[src/rtl/ram_arbiter_pkg.sv]
// Shared types for the instruction-fetch / load-store RAM arbiter.
// Sequencer states and the port-select constants used to index grants.
package ram_arbiter_pkg;

    typedef enum logic [1:0] {
        LEERLAUF           = 2'd0,
        BEFEHL_LESEN       = 2'd1,
        SPEICHER_LESEN     = 2'd2,
        SPEICHER_SCHREIBEN = 2'd3
    } zustand_t;

    localparam logic PORT_BEFEHL   = 1'b0;
    localparam logic PORT_SPEICHER = 1'b1;

endpackage

[src/rtl/ram_arbiter_wahl.sv]
// Two-way round-robin pick between fetch and load/store requests.
// Grant is one-hot, indexed by PORT_BEFEHL / PORT_SPEICHER.
module ram_arbiter_wahl
    import ram_arbiter_pkg::*;
(
    input  logic       gueltig_befehl,
    input  logic       gueltig_speicher,
    input  logic       letzter,
    input  logic       enable,
    output logic [1:0] grant
);

    always_comb begin
        grant = '0;
        if (enable) begin
            if (gueltig_befehl && gueltig_speicher) begin
                // on a tie the port that was not served last wins
                if (letzter == PORT_BEFEHL) grant[PORT_SPEICHER] = 1'b1;
                else                        grant[PORT_BEFEHL]   = 1'b1;
            end else if (gueltig_befehl) begin
                grant[PORT_BEFEHL] = 1'b1;
            end else if (gueltig_speicher) begin
                grant[PORT_SPEICHER] = 1'b1;
            end
        end
    end

endmodule

[src/rtl/ram_arbiter.sv]
// Arbiter/sequencer in front of the single-port synchronous RAM shared by
// instruction fetch and load/store; one transaction every two cycles.
//
// state              | meaning
// -------------------+------------------------------------------------
// LEERLAUF           | idle, arbitrating, RAM driven by granted request
// BEFEHL_LESEN       | fetch read data on Ram_DatenRaus, pulse to fetch
// SPEICHER_LESEN     | load read data on Ram_DatenRaus, pulse to ld/st
// SPEICHER_SCHREIBEN | store written last edge, ack pulse to ld/st
module ram_arbiter
    import ram_arbiter_pkg::*;
#(
    parameter  int WORDSIZE = 32,
    parameter  int WORDS    = 256,
    localparam int AW       = $clog2(WORDS)
) (
    input  logic                Clock,
    input  logic                Reset_n,
    input  logic                Befehl_Gueltig,
    input  logic [AW-1:0]       Befehl_Adresse,
    output logic                Befehl_Bereit,
    output logic [WORDSIZE-1:0] Befehl_Daten,
    output logic                Befehl_DatenGueltig,
    input  logic                Speicher_Gueltig,
    input  logic                Speicher_Schreiben,
    input  logic [AW-1:0]       Speicher_Adresse,
    input  logic [WORDSIZE-1:0] Speicher_DatenRein,
    output logic                Speicher_Bereit,
    output logic [WORDSIZE-1:0] Speicher_DatenRaus,
    output logic                Speicher_DatenGueltig,
    output logic                Ram_SchreibenAn,
    output logic [AW-1:0]       Ram_Adresse,
    output logic [WORDSIZE-1:0] Ram_DatenRein,
    input  logic [WORDSIZE-1:0] Ram_DatenRaus
);

    zustand_t   zustand, zustand_next;
    logic       letzter, letzter_next;
    logic       wahl_enable;
    logic [1:0] grant;

    // Gating with Reset_n keeps the combinational grant path quiet while in reset
    assign wahl_enable = (zustand == LEERLAUF) && Reset_n;

    ram_arbiter_wahl u_wahl (
        .gueltig_befehl   (Befehl_Gueltig),
        .gueltig_speicher (Speicher_Gueltig),
        .letzter          (letzter),
        .enable           (wahl_enable),
        .grant            (grant)
    );

    always_ff @(posedge Clock or negedge Reset_n) begin
        if (!Reset_n) begin
            zustand <= LEERLAUF;
            letzter <= PORT_BEFEHL;
        end else begin
            zustand <= zustand_next;
            letzter <= letzter_next;
        end
    end

    always_comb begin
        zustand_next          = LEERLAUF;
        letzter_next          = letzter;
        Befehl_Bereit         = 1'b0;
        Befehl_Daten          = '0;
        Befehl_DatenGueltig   = 1'b0;
        Speicher_Bereit       = 1'b0;
        Speicher_DatenRaus    = '0;
        Speicher_DatenGueltig = 1'b0;
        Ram_SchreibenAn       = 1'b0;
        Ram_Adresse           = '0;
        Ram_DatenRein         = '0;

        case (zustand)
            LEERLAUF: begin
                if (grant[PORT_SPEICHER]) begin
                    Speicher_Bereit = 1'b1;
                    Ram_Adresse     = Speicher_Adresse;
                    Ram_SchreibenAn = Speicher_Schreiben;
                    Ram_DatenRein   = Speicher_Schreiben ? Speicher_DatenRein : '0;
                    letzter_next    = PORT_SPEICHER;
                    zustand_next    = Speicher_Schreiben ? SPEICHER_SCHREIBEN : SPEICHER_LESEN;
                end else if (grant[PORT_BEFEHL]) begin
                    Befehl_Bereit = 1'b1;
                    Ram_Adresse   = Befehl_Adresse;
                    letzter_next  = PORT_BEFEHL;
                    zustand_next  = BEFEHL_LESEN;
                end
            end
            BEFEHL_LESEN: begin
                Befehl_DatenGueltig = 1'b1;
                Befehl_Daten        = Ram_DatenRaus;
            end
            SPEICHER_LESEN: begin
                Speicher_DatenGueltig = 1'b1;
                Speicher_DatenRaus    = Ram_DatenRaus;
            end
            SPEICHER_SCHREIBEN: begin
                Speicher_DatenGueltig = 1'b1;
            end
            default: ;
        endcase
    end

endmodule
[config.mk]
export PLATFORM = sky130hd
export DESIGN_NAME = ram_arbiter
export DESIGN_NICKNAME = d
export VERILOG_FILES = /design/src/rtl/ram_arbiter_pkg.sv /design/src/rtl/ram_arbiter_wahl.sv /design/src/rtl/ram_arbiter.sv
export SDC_FILE = /design/constraint.sdc
export NUM_CORES = 1
export LEC_CHECK = 0
export BUFFER_PORTS_ARGS = -buffer_cell sky130_fd_sc_hd__buf_2
export CORE_AREA = 2 2 75 77
export DETAILED_ROUTE_END_ITERATION = 12
export DIE_AREA = 0 0 77 79
export PLACE_DENSITY_LB_ADDON = 0.3
export SLEW_MARGIN = 20
export SYNTH_ARGS = -nofsm -noshare
export SYNTH_HDL_FRONTEND = slang
export SYNTH_HIERARCHICAL = 1
export SYNTH_SLANG_ARGS = --single-unit
[constraint.sdc]
create_clock -name Clock -period 1.64 [get_ports Clock]
set_input_delay 0 -clock Clock [delete_from_list [all_inputs] [get_ports Clock]]
set_output_delay 0 -clock Clock [all_outputs]
set_load 0.1 [all_outputs]
==> results_dict.tcl <==
set metrics [dict create \
    grt_max_degree 34 \
    synth_cell_types 17 \
    syn_to_final_growth_pct 336 \
    path_class "flip-flop to output pin" \
    fmax_ghz 0.519 \
    n_antenna_cell 0 \
    ant_nets 0 \
    numCtsBuffers 3 \
    wl_per_cell_microns 15.9 \
    via_count 1847 \
    slew_violations 0 \
    fin_hold_ws_ps -422 \
    ir_drop_uv 667 \
    worstMarginPinSlew_ps 501 \
    end_kind "output pin" \
    grt_usage 0.204 \
    routabilityCongestion 0.771 \
    rsz0062_at_grt "yes" \
    die_w_microns 77 \
    vias_per_cell 4.27 \
    final_hold_viol_count 3 \
    ys_seq_elements 3 \
    routed_wl_mm 6.88 \
    setup_tns_ps -10070 \
    drv_cap 0 \
    syn_inst 155 \
    drt_iter0_drc 33 \
    drt_drc_violations_left 0 \
    yosysSeqAreaShare 0.0767 \
    synth_area_leader_cell "and2_1" \
    skew_ps 5.78 \
    finalSetupViolCount 49 \
    clk_pin_slew_ps 40 \
    rows 27 \
    cts-root-buf "clkbuf_8" \
    finalCritPeriodShare 1.18 \
    timing.final.crit_period_ps 1930 \
    power.leakage_nw 1.94 \
    path_max_fanout 8 \
    port_buffers 193 \
    fin_util 0.800 \
    chipHeight_microns 79 \
    netlist_area_sq_um 978 \
    preCtsSetupSlack_ps -43.9 \
    power.density_nw_per_um2 992 \
    grt-ovfl-total 0 \
    cts_tree "built" \
    synth.net_count 240 \
    run_status "finished, violations left" \
    synth_area_leaders "and2_1, dfrtp_1, nand3b_1, a21oi_1, nand2_1" \
    hold_class "input pin to async pin" \
    initial_core_util 0.183 \
    totalPowerFinal_mw 4.23 \
    grt_pass1_wl_mm 9.93 \
    yosys_warnings 6 \
    clkLatencyLatePin_ps 220 \
    drive_gt1_frac 0.892 \
    h-tree-depth 1 \
    ioPinCount 194 \
    die_area_sq_um 6080 \
    antenna_found_initial 0 \
    timing.final.ws_setup_ps -287 \
    core_sq_um 5340 \
    violations "hold timing, setup timing" \
    timing.slew.headroom 0.668 \
    cp-start-kind "flip-flop" \
    synth_top_area_share 0.627 \
    cp.arrival_ps 1930 \
    grt_pass1_vias 1890 \
    drt_pass1_iterations 4 \
    nets 447 \
    hpwlAfterDp_mm 5.31 \
    critPathRequiredTime_ps 1640 \
    cts_num_sinks 3 \
    syn_area_per_cell_sq_um 6.31 \
    clockBufferDepth 2 \
]
[per-stage QoR]
stage	instances	instance area (sq um)
final	433	4270
after global routing	433	4270
after CTS	426	4040
after detailed placement	414	3890
after global placement	414	3890
after floorplan	155	1190
[flip-flops by register name, summed over array words and instances (netlist names)]
register / flops
zustand: 2
letzter: 1
[area by class of cell]
type	count	area (sq um)
clock buffers	4	45.0
fillers	310	1070
inverters	1	3.75
multi-input cells	137	1170
flip-flops and latches	3	75.1
well taps	72	90.1
repair buffers	216	2880
[layer usage]
| layer | vias to the layer above | wire length [microns] | GRT usage | share of wire |
|---|---|---|---|---|
| li1 | 892 | - | - | - |
| met1 | 848 | 2260 | 0.210 | 0.33 |
| met2 | 97 | 3990 | 0.411 | 0.58 |
| met3 | 10 | 515 | 0.0477 | 0.075 |
| met4 | 0 | 116 | 0.0536 | 0.017 |
| met5 | - | 0 | 0 | 0 |
[synthesized netlist by cell type]
cell type / count
buf_4: 2
nand2_1: 11
buf_2: 2
nand2b_1: 1
a22o_1: 1
and4bb_1: 1
clkbuf_1: 8
dfrtp_1: 3
clkbuf_2: 2
or3b_1: 1
nor2_1: 2
inv_1: 1
a21oi_1: 11
nand3b_1: 8
or2_2: 1
and2_1: 98
and2b_1: 2
[repair_timing]
item	CTS	global route
gates resized for setup	16	49
setup endpoints to repair	43	50
pin swaps	13	31
gates cloned	3	4
buffers inserted	5	3
endpoints found under the hold margin	3	3
[power breakdown]
| group | total (mW) | switching, mW | internal, mW | leakage (nW) |
|---|---|---|---|---|
| registers | 0.118 | 0.0216 | 0.0963 | 0.0385 |
| logic | 3.89 | 2.42 | 1.47 | 1.88 |
| clock network | 0.224 | 0.0570 | 0.167 | 0.0228 |
| total | 4.23 | 2.50 | 1.73 | 1.94 |
[worst paths after layout]
kind	startpoint	depth (start not counted)	endpoint	slack, ps
max	zustand[0]	8	Ram_DatenRein[5]	-290
min	Reset_n	1	letzter	-420
max reg2reg	zustand[0]	8	letzter	-130
min reg2reg	letzter	1	letzter	580
max in group asynchronous	Reset_n	1	zustand[1]	1930
min in group Clock	Speicher_Schreiben	3	zustand[0]	80
[critical path, stage by stage, from the launching register on]
cell and delay (ps):
dfrtp_1 380, nor2_2 130, and2_4 160, nand2_2 40, a21oi_2 120, and4bb_4 360, clkbuf_16 180, and2_4 150
buf_12 170
[placed cells by master, fill, tap and decap left out, drive strengths merged]
cell      n
a21oi    11
a22o      1
and2     98
and2b     2
and4bb    1
buf     213
clkbuf    7
dfrtp     3
inv       1
nand2    11
nand2b    1
nand3b    8
nor2      2
or2       1
or3b      1
[cell families (layout without fill, tap and decap cells)]
group / after synthesis / after routing / share of synthesized area
AOI/OAI and AO/OA: 12 / 12 / 0.0652
buffers and inverters: 15 / 221 / 0.0703
DFF: 3 / 3 / 0.0767
and+or+nand+nor: 125 / 125 / 0.788
Power figures use the tool's default switching activity.
